===== config.mk =====
export PLATFORM = sky130hd
export DESIGN_NAME = krasin_tt02_spi_pwm_cmd_rx
export DESIGN_NICKNAME = d
export VERILOG_FILES = /design/src/rtl/krasin_tt02_spi_pwm_cmd_rx_pkg.sv /design/src/rtl/krasin_tt02_spi_pwm_cmd_rx_sync_edge.sv /design/src/rtl/krasin_tt02_spi_pwm_cmd_rx.sv
export SDC_FILE = /design/constraint.sdc
export NUM_CORES = 1
export LEC_CHECK = 0
export CAP_MARGIN = 5
export CORE_ASPECT_RATIO = 0.8
export CORE_MARGIN = 4
export CORE_UTILIZATION = 45
export CTS_BUF_LIST = sky130_fd_sc_hd__clkbuf_4 sky130_fd_sc_hd__clkbuf_8 sky130_fd_sc_hd__clkbuf_16
export CTS_CLUSTER_SIZE = 24
export DETAILED_ROUTE_END_ITERATION = 8
export PLACE_DENSITY = 0.66
export SLEW_MARGIN = 20
export SYNTH_ARGS = -nofsm -noshare
export SYNTH_HDL_FRONTEND = slang
export SYNTH_HIERARCHICAL = 1
export SYNTH_SLANG_ARGS = --single-unit

===== constraint.sdc =====
create_clock -name i_clk -period 1.95 [get_ports i_clk]
set_clock_uncertainty 0.1 [all_clocks]
set_input_delay 0.39 -clock i_clk [delete_from_list [all_inputs] [get_ports i_clk]]
set_output_delay 0.39 -clock i_clk [all_outputs]
set_load 0.02 [all_outputs]

===== src/rtl/krasin_tt02_spi_pwm_cmd_rx_pkg.sv =====
`default_nettype none
// ============================================================================
// Module      : krasin_spi_pwm_pkg
// Description : Shared constants and FSM state type for the SPI PWM command rx.
// Revision    : 1.0
// ============================================================================
package krasin_spi_pwm_pkg;

    localparam logic [1:0] OP_SET     = 2'b10;
    localparam int         FRAME_BITS = 8;
    localparam logic [3:0] ERR_MAX    = 4'd15;
    localparam logic [3:0] BITCNT_SAT = 4'd9;

    typedef enum logic [1:0] {
        IDLE   = 2'd0,
        SHIFT  = 2'd1,
        COMMIT = 2'd2
    } state_t;

endpackage
`default_nettype wire


===== src/rtl/krasin_tt02_spi_pwm_cmd_rx_sync_edge.sv =====
`default_nettype none
// ============================================================================
// Module      : spi_sync_edge
// Description : Multi-stage synchronizer with history flop and registered
//               rise/fall pulses.
// Revision    : 1.0
// ============================================================================
module spi_sync_edge #(
    parameter int SYNC_STAGES = 2
) (
    input  logic i_clk,
    input  logic i_rst_n,
    input  logic i_d,
    output logic o_level_s,
    output logic o_rise,
    output logic o_fall
);

    logic [SYNC_STAGES-1:0] r_sync;
    logic                   r_hist;
    logic                   r_rise;
    logic                   r_fall;

    // Everything resets low so a pin held high at reset yields only a rise.
    always_ff @(posedge i_clk or negedge i_rst_n) begin
        if (!i_rst_n) begin
            r_sync <= '0;
            r_hist <= 1'b0;
            r_rise <= 1'b0;
            r_fall <= 1'b0;
        end else begin
            r_sync <= {r_sync[SYNC_STAGES-2:0], i_d};
            r_hist <= r_sync[SYNC_STAGES-1];
            r_rise <= r_sync[SYNC_STAGES-1] & ~r_hist;
            r_fall <= ~r_sync[SYNC_STAGES-1] & r_hist;
        end
    end

    assign o_level_s = r_sync[SYNC_STAGES-1];
    assign o_rise    = r_rise;
    assign o_fall    = r_fall;

endmodule
`default_nettype wire


===== src/rtl/krasin_tt02_spi_pwm_cmd_rx.sv =====
`default_nettype none
// ============================================================================
// Module      : krasin_tt02_spi_pwm_cmd_rx
// Description : Mode-0 SPI slave that turns 8-bit SET frames into PWM
//               set-channel strobes and counts rejected frames.
// Revision    : 1.0
// ============================================================================
module krasin_tt02_spi_pwm_cmd_rx
    import krasin_spi_pwm_pkg::*;
#(
    parameter int SYNC_STAGES = 2
) (
    input  logic       i_clk,
    input  logic       i_rst_n,
    input  logic       i_sclk,
    input  logic       i_cs_n,
    input  logic       i_mosi,
    output logic       o_pset,
    output logic [2:0] o_addr,
    output logic [2:0] o_level,
    output logic [3:0] o_err_cnt,
    output logic       o_busy
);

    state_t     r_state;
    state_t     w_next;
    logic [7:0] r_shreg;
    logic [3:0] r_bitcnt;
    logic [3:0] r_err_cnt;
    logic [2:0] r_addr;
    logic [2:0] r_level;

    logic w_sclk_rise;
    logic w_cs_rise;
    logic w_cs_fall;
    logic w_mosi_s;
    logic w_frame_ok;
    logic w_sclk_lvl_unused;
    logic w_sclk_fall_unused;
    logic w_cs_lvl_unused;
    logic w_mosi_rise_unused;
    logic w_mosi_fall_unused;

    spi_sync_edge #(.SYNC_STAGES(SYNC_STAGES)) u_sync_sclk (
        .i_clk     (i_clk),
        .i_rst_n   (i_rst_n),
        .i_d       (i_sclk),
        .o_level_s (w_sclk_lvl_unused),
        .o_rise    (w_sclk_rise),
        .o_fall    (w_sclk_fall_unused)
    );

    spi_sync_edge #(.SYNC_STAGES(SYNC_STAGES)) u_sync_cs (
        .i_clk     (i_clk),
        .i_rst_n   (i_rst_n),
        .i_d       (i_cs_n),
        .o_level_s (w_cs_lvl_unused),
        .o_rise    (w_cs_rise),
        .o_fall    (w_cs_fall)
    );

    spi_sync_edge #(.SYNC_STAGES(SYNC_STAGES)) u_sync_mosi (
        .i_clk     (i_clk),
        .i_rst_n   (i_rst_n),
        .i_d       (i_mosi),
        .o_level_s (w_mosi_s),
        .o_rise    (w_mosi_rise_unused),
        .o_fall    (w_mosi_fall_unused)
    );

    assign w_frame_ok = (r_bitcnt == 4'(FRAME_BITS)) && (r_shreg[7:6] == OP_SET);

    always_ff @(posedge i_clk or negedge i_rst_n) begin
        if (!i_rst_n) begin
            r_state <= IDLE;
        end else begin
            r_state <= w_next;
        end
    end

    always_comb begin
        w_next = r_state;
        case (r_state)
            IDLE:    if (w_cs_fall) w_next = SHIFT;
            SHIFT:   if (w_cs_rise) w_next = w_frame_ok ? COMMIT : IDLE;
            COMMIT:  w_next = IDLE;
            default: w_next = IDLE;
        endcase
    end

    always_comb begin
        o_pset = (r_state == COMMIT);
        o_busy = (r_state != IDLE);
    end

    // A cs_n rise takes priority: a coincident sclk edge is not shifted in.
    always_ff @(posedge i_clk or negedge i_rst_n) begin
        if (!i_rst_n) begin
            r_shreg   <= '0;
            r_bitcnt  <= '0;
            r_err_cnt <= '0;
            r_addr    <= '0;
            r_level   <= '0;
        end else begin
            case (r_state)
                IDLE: begin
                    if (w_cs_fall) begin
                        r_shreg  <= '0;
                        r_bitcnt <= '0;
                    end
                end
                SHIFT: begin
                    if (w_cs_rise) begin
                        if (w_frame_ok) begin
                            r_addr  <= r_shreg[5:3];
                            r_level <= r_shreg[2:0];
                        end else if (r_err_cnt != ERR_MAX) begin
                            r_err_cnt <= r_err_cnt + 4'd1;
                        end
                    end else if (w_sclk_rise) begin
                        r_shreg <= {r_shreg[6:0], w_mosi_s};
                        if (r_bitcnt != BITCNT_SAT) begin
                            r_bitcnt <= r_bitcnt + 4'd1;
                        end
                    end
                end
                default: ;
            endcase
        end
    end

    assign o_addr    = r_addr;
    assign o_level   = r_level;
    assign o_err_cnt = r_err_cnt;

endmodule
`default_nettype wire


# Word level (Yosys, flattened, before mapping)
# Cells that the tools add are included.
# word_totals
output_inout_bits	12
ff_bits	35
wordCells	56
# classes
eq_ne	11
add_sub_neg	2
bitwise	7
n_reduce_logical	9
n_mux	13
# ops
op	count
8-bit two-way mux	3
4-bit two-way mux	4
8-bit case mux with 2 select lines	1
4-bit by 1-bit adder with 4-bit output, second input constant	2
4-bit != test, second input constant	2
4-bit case mux with 2 select lines	1
4-bit AND reduction	2
2-bit two-way mux	3
2-bit by 1-bit != test with 1-bit output, second input constant	3
5-bit AND reduction	1
2-bit equality test, second input constant	2
4-bit equality test, second input constant	1
2-bit != test, second input constant	2
1-bit inverter	4
2-bit case mux with 2 select lines	1
2-bit nonzero test	2
1-bit AND	3
3-bit AND reduction	1
2-bit by 1-bit equality test with 1-bit output, second input constant	1
2-bit zero test	1
2-bit AND reduction	1
1-bit logical AND	1

# Logic depth before layout (Yosys ltp)
# Gate-level depths: netlist (run 1).
# depth
ltp_word	5
mapped_depth	6
mapped_depth_nobuf	6

# Modules after synthesis
# Netlist (run 1), hierarchy kept.
# modules_own_cells
module	cells_each	n_inst	area_per_inst_um2
krasin_tt02_spi_pwm_cmd_rx	102	1	1091.0
spi_sync_edge	7	3	140.1

# Worst setup path before layout (run 1)
# No wires, ideal clock.
# synth_timing
kind	register -> register
from	register r_bitcnt[0]
to	register r_err_cnt[1], in the netlist o_err_cnt[1]
path_stages_with_launch	6
arrival_ns	1.420
slack_ns	0.306
path_cell_list	dfrtp_1 inv_1 ha_1 nand3b_1 o211ai_1 mux2_2
# synth_via
elab_chain_len	4
# synth_lines
item	line	text
start: declaration	krasin_tt02_spi_pwm_cmd_rx.sv:28	logic [3:0] r_bitcnt;
start signal: assignment	krasin_tt02_spi_pwm_cmd_rx.sv:123	r_bitcnt <= r_bitcnt + 4'd1;
4-bit equality test	krasin_tt02_spi_pwm_cmd_rx.sv:71	assign w_frame_ok = (r_bitcnt == 4'(FRAME_BITS)) && (r_shreg[7:6] == OP_SET);
1-bit logical AND	krasin_tt02_spi_pwm_cmd_rx.sv:71	
1-bit inverter (no source line)	-	
4-bit AND reduction (no source line)	-	
end signal: assignment	krasin_tt02_spi_pwm_cmd_rx.sv:118	r_err_cnt <= r_err_cnt + 4'd1;
end: declaration	krasin_tt02_spi_pwm_cmd_rx.sv:29	logic [3:0] r_err_cnt;
# Every way passes these cells.
# A chain may end at the register's enable or synchronous reset.

# Worst setup path in the final report (run 1)
# layout_timing
from	register r_state[0]
to	output port o_busy
# layout_via
elab_chain_len	1
# layout_lines
item	line	text
start: declaration	krasin_tt02_spi_pwm_cmd_rx.sv:25	state_t r_state;
start signal: assignment	krasin_tt02_spi_pwm_cmd_rx.sv:77	r_state <= w_next;
2-bit nonzero test	krasin_tt02_spi_pwm_cmd_rx.sv:93	o_busy = (r_state != IDLE);
end: declaration	krasin_tt02_spi_pwm_cmd_rx.sv:22	output logic o_busy
# Every way passes these cells.

==> impl_metrics.csv, run 1 <==
group,metric,value,unit
status,status,"complete, no violations",
power,power_density,1030,mW/mm^2
sta,hold_violations,0,
routing,wire_per_inst,11.9,um
routing,drt_wl_total,2120,um
floorplan,num_rows,17,
grt,grt_pass1_wl,3750,um
clock_network,post_cts_resized,2,
critical_path,rr_startpoint,"r_bitcnt[1]$_DFFE_PN0P_",
cells_and_area,final_cells,178,
sta,maxSlewViolCount,0,
yosys,syn_area,0.00139,sq mm
placement,place_hpwl,1530,um
routing,drt_first_pass_iters,4,
yosys,avgSynthCellArea,12.0,sq um
sta,rsz0062_at_grt,"false",
power,vdd_drop_max,0.479,mV
cells_and_area,layout-drive-gt1-share,0.150,
critical_path,end_kind,"output port",
cells_and_area,area_growth,21.8,%
critical_path,crit_path_start,"r_state[0]$_DFFE_PN0P_",
grt,antenna_found_initial,0,
clock_network,cts_root_buffer,"clkbuf_8",
sta,hold_ws,254,ps
sta,fin_tns_setup,0,ps
grt,grt.total_usage,0.121,
grt,grt_max_degree,36,
sta,max_slew.worst_pin.slew,550,ps
yosys,synthCells,116,
clock_network,tritoncts,"done",
sta,period_share,0.943,
routing,wl_met2,986,um
critical_path,path_max_fanout,9,
critical_path,timing.rr.end,"o_level[1]$_DFFE_PN0P_",
critical_path,required,1460,ps
critical_path,startpoint_type,"register",
placement,numPortBuffers,16,
sta,finalSetupViolCount,0,
critical_path,worstSetupEndpoint,"o_busy",
yosys,ys_warn_count,6,
placement,gp_congestion,0.731,
cells_and_area,diodes,0,
clock_network,clk_path_buf_depth,2,
clock_network,numCtsBuffers,5,
routing,drtIter0Drc,34,
floorplan,die-area,0.00404,sq mm
clock_network,cts.sinks,35,
routing,met3_wirelength,104,um
floorplan,ioPinCount,17,
power,cellLeakagePower,0.788,nW
job,cap_viol_max_count,0,
floorplan,die_x,70.1,um
min_path,hp-class,"register to register",
critical_path,crit_arrival,1350,ps
placement,placedCellCount,170,
critical_path,crit_type,"register to output port",
routing,ant_nets,0,
cells_and_area,final_nets,148,
floorplan,core,0.00285,sq mm
routing,remaining_drc_errors,0,
clock_network,cts_hold_buf,0,
grt,first_global_vias,856,
routing,routed.top_layer,"met4",
clock_network,insertion_delay,270,ps
clock_network,htreeDepth,2,
cells_and_area,post-route-util,0.593,
grt,grt_overflow_total,0,
floorplan,die_y,57.7,um
clock_network,postCtsSetupRepairBufs,0,
routing,via_per_inst,4.93,
power,power.total,1.74,mW
sta,fin_crit,1840,ps
critical_path,reg2regPathDepth,5,
routing,dr_total_vias,878,
sta,relSlewSlack,0.633,
sta,max_freq,0.544,GHz
routing,wl_met1,983,um
yosys,syn-num-nets,125,
floorplan,initial_utilization,0.487,
clock_network,clk_pin_slew,60,ps
critical_path,r2r_slack,160,ps
## power by group
group | internal [mW] | leakage (nW) | total (mW) | switching [mW]
registers | 0.809 | 0.456 | 0.887 | 0.0777
logic | 0.167 | 0.283 | 0.349 | 0.182
clock network | 0.278 | 0.0491 | 0.500 | 0.223
total | 1.25 | 0.788 | 1.74 | 0.482
## worst max-delay path: stages (launching register included)
cell and delay, ps:
dfrtp_1 460, or2_2 300, dlygate4sd2_1 320
## state kept, by name, indices dropped and copies added, names as in the netlist
register	count
o_addr	3
o_err_cnt	4
o_level	3
r_bitcnt	4
r_shreg	8
r_state	2
u_sync_cs/o_fall	1
u_sync_cs/o_rise	1
u_sync_cs/r_hist	1
u_sync_cs/r_sync	2
u_sync_mosi/r_sync	2
u_sync_sclk/o_rise	1
u_sync_sclk/r_hist	1
u_sync_sclk/r_sync	2
## worst min path at each step
| stage | start | endpoint | slack (ps) | depth (start not counted) |
|---|---|---|---|---|
| floorplan | i_rst_n | o_addr[0]$_DFFE_PN0P_ | -6 | 0 |
| global placement | u_sync_sclk/r_sync[0]$_DFF_PN0_ | u_sync_sclk/r_sync[1]$_DFF_PN0_ | 240 | 0 |
| detailed placement | u_sync_cs/r_sync[0]$_DFF_PN0_ | u_sync_cs/r_sync[1]$_DFF_PN0_ | 240 | 0 |
| CTS | u_sync_sclk/r_sync[0]$_DFF_PN0_ | u_sync_sclk/r_sync[1]$_DFF_PN0_ | 260 | 0 |
| global route | u_sync_mosi/r_sync[0]$_DFF_PN0_ | u_sync_mosi/r_sync[1]$_DFF_PN0_ | 270 | 0 |
| finish | u_sync_mosi/r_sync[0]$_DFF_PN0_ | u_sync_mosi/r_sync[1]$_DFF_PN0_ | 250 | 0 |
## cell usage in the layout, fill, tap and decap left out, types with 3 or more instances in the layout
master           instances
dfrtp_1                 35
inv_1                    4
nor2b_1                  4
nand2_1                 17
mux2_2                   7
clkdlybuf4s50_1         14
ha_1                     4
nand3_1                  3
buf_4                    3
clkbuf_8                 5
nor2_1                   4
o21ai_0                 13
nand2b_1                 4
## metrics by stage
stage               area [sq um]  worst slack [ps]
floorplan                   1390               306
global placement            1600               184
detailed placement          1600               157
CTS                         1690              95.9
global route                1690              54.4
finish                      1690               112
## area by class of cell
class                      instances  area, sq um
fill                             240         1160
clock inverter                     1         5.00
tap                               38         47.5
clock buffer                       7         83.8
timing repair buffer              19          180
multi-input combinational         74          483
inverter                           4         15.0
sequential                        35          876
## per-layer routing
layer  vias up  track usage
li1        434            -
met1       421        0.147
met2        16        0.188
met3         7       0.0520
met4         0       0.0546
met5         -            0
(Power assumes the default switching activity.)
==> run 2, diff against run 1 <==
--- a/config.mk
+++ b/config.mk
@@ -12,6 +12,7 @@
 export CTS_BUF_LIST = sky130_fd_sc_hd__clkbuf_4 sky130_fd_sc_hd__clkbuf_8 sky130_fd_sc_hd__clkbuf_16
 export CTS_CLUSTER_SIZE = 24
 export DETAILED_ROUTE_END_ITERATION = 8
+export MAX_ROUTING_LAYER = met4
 export PLACE_DENSITY = 0.66
 export SLEW_MARGIN = 20
 export SYNTH_ARGS = -nofsm -noshare
==> run 2 against run 1 <==
Combinational power barely moved; utilization did not move; non-clock buffer count did not move; final cell count did not move; power barely moved.
==> impl_metrics.csv, run 2 (synthesis results as in run 1) <==
group,metric,value,unit
critical_path,path_max_fanout,9,
clock_network,cts_root_buffer,"clkbuf_8",
sta,finalSetupViolCount,0,
sta,maxSlewViolCount,0,
placement,gp_congestion,0.740,
job,cap_viol_max_count,0,
floorplan,die_y,57.7,um
critical_path,timing.rr.end,"o_level[1]$_DFFE_PN0P_",
critical_path,cp_slowest_cell,"dfrtp_1",
critical_path,crit_family,"flip-flops",
routing,via_per_inst,4.92,
cells_and_area,diodes,0,
grt,grt_max_degree,36,
clock_network,clk_pin_slew,60,ps
sta,period_share,0.943,
sta,fin_crit,1840,ps
clock_network,clk_path_buf_depth,2,
placement,numPortBuffers,16,
grt,grt_pass1_wl,3750,um
critical_path,crit_arrival,1350,ps
sta,rsz0062_at_grt,"false",
power,vdd_drop_max,0.479,mV
floorplan,core,0.00285,sq mm
min_path,hold_path.startpoint,"u_sync_mosi/r_sync[0]$_DFF_PN0_",
critical_path,crit_buf_inv,1,
placement,place_hpwl,1530,um
cells_and_area,layout_commonest_cell,"dfrtp_1",
critical_path,rr_startpoint,"r_bitcnt[1]$_DFFE_PN0P_",
clock_network,postCtsSetupRepairBufs,0,
floorplan,die_x,70.1,um
routing,wire_per_inst,11.9,um
sta,max_freq,0.544,GHz
critical_path,r2r_slack,160,ps
critical_path,path_cells,"or2_2 > dlygate4sd2_1",
sta,max_slew.worst_pin.slew,539,ps
critical_path,startpoint_type,"register",
clock_network,tritoncts,"done",
cells_and_area,top_register,"r_shreg",
critical_path,path_depth,2,
cells_and_area,largest_reg_flops,8,
cells_and_area,regArea,876,sq um
placement,placedCellCount,170,
routing,drt_wl_total,2120,um
routing,ant_nets,0,
floorplan,die-area,0.00404,sq mm
critical_path,max_stage_delay,460,ps
routing,drt_first_pass_iters,4,
min_path,hp-class,"register to register",
grt,antenna_found_initial,0,
critical_path,required,1460,ps
grt,first_global_vias,856,
floorplan,ioPinCount,17,
sta,relSlewSlack,0.640,
critical_path,reg2regPathDepth,5,
clock_network,numCtsBuffers,5,
critical_path,crit_type,"register to output port",
grt,grt.total_usage,0.125,
status,status,"complete, no violations",
critical_path,end_kind,"output port",
power,cellLeakagePower,0.788,nW
routing,dr_total_vias,876,
cells_and_area,multi_input_area,483,sq um
cells_and_area,area_growth,21.8,%
clock_network,insertion_delay,270,ps
sta,fin_tns_setup,0,ps
floorplan,initial_utilization,0.487,
clock_network,cts.sinks,35,
cells_and_area,final_nets,148,
critical_path,crit_path_start,"r_state[0]$_DFFE_PN0P_",
clock_network,htreeDepth,2,
cells_and_area,final_cells,178,
sta,hold_violations,0,
cells_and_area,layout-drive-gt1-share,0.150,
cells_and_area,final_cell_mix,"dfrtp_1, nand2_1, clkdlybuf4s50_1, o21ai_0, mux2_2",
power,power.total,1.74,mW
cells_and_area,fillers,240,
critical_path,worstSetupEndpoint,"o_busy",
floorplan,num_rows,17,
power,power_density,1030,mW/mm^2
routing,drtIter0Drc,34,
routing,remaining_drc_errors,0,
grt,grt_overflow_total,0,
## run 2: cell type report
class / count / share of cell area
clock inverter: 1 / 0.00296
tap: 38 / 0.0281
multi-input combinational: 74 / 0.286
clock buffer: 7 / 0.0496
inverter: 4 / 0.00888
sequential: 35 / 0.518
timing repair buffer: 19 / 0.107
## run 2: metrics by stage
stage	worst slack [ps]	util	hold slack [ps]	instance area, sq um
final	112	0.593	254	1690
after global routing	54.4	0.593	272	1690
after CTS	95.9	0.593	258	1690
after detailed placement	157	0.563	242	1600
after global placement	184	0.563	237	1600
after floorplan	306	-	-5.59	1390
## run 2: repair_timing
action | 4_1_cts | 5_1_grt
endpoints found under the setup margin | 2 | 0
gates resized for setup | 2 | 0
hold buffers | 0 | 0
## run 2: worst min-delay path by stage
stage	endpoint	slack [ps]	depth (start not counted)
6_report	u_sync_mosi/r_sync[1]$_DFF_PN0_	250	0
5_1_grt	u_sync_mosi/r_sync[1]$_DFF_PN0_	270	0
4_1_cts	u_sync_sclk/r_sync[1]$_DFF_PN0_	260	0
3_5_place_dp	u_sync_cs/r_sync[1]$_DFF_PN0_	240	0
3_3_place_gp	u_sync_sclk/r_sync[1]$_DFF_PN0_	240	0
2_1_floorplan	o_addr[0]$_DFFE_PN0P_	-6	0
## run 2: power by group
part           internal, mW  leakage (nW)  switching (mW)
Combinational         0.167         0.283           0.182
Sequential            0.809         0.456          0.0777
Clock                 0.278        0.0491           0.223
Total                  1.25         0.788           0.482
## run 2: routing by layer
metal / vias up / track usage / wire [um]
met5: - / - / 0
met4: 0 / 0.0546 / 42
met3: 7 / 0.0520 / 104
met2: 16 / 0.188 / 986
met1: 419 / 0.147 / 982
li1: 434 / - / -
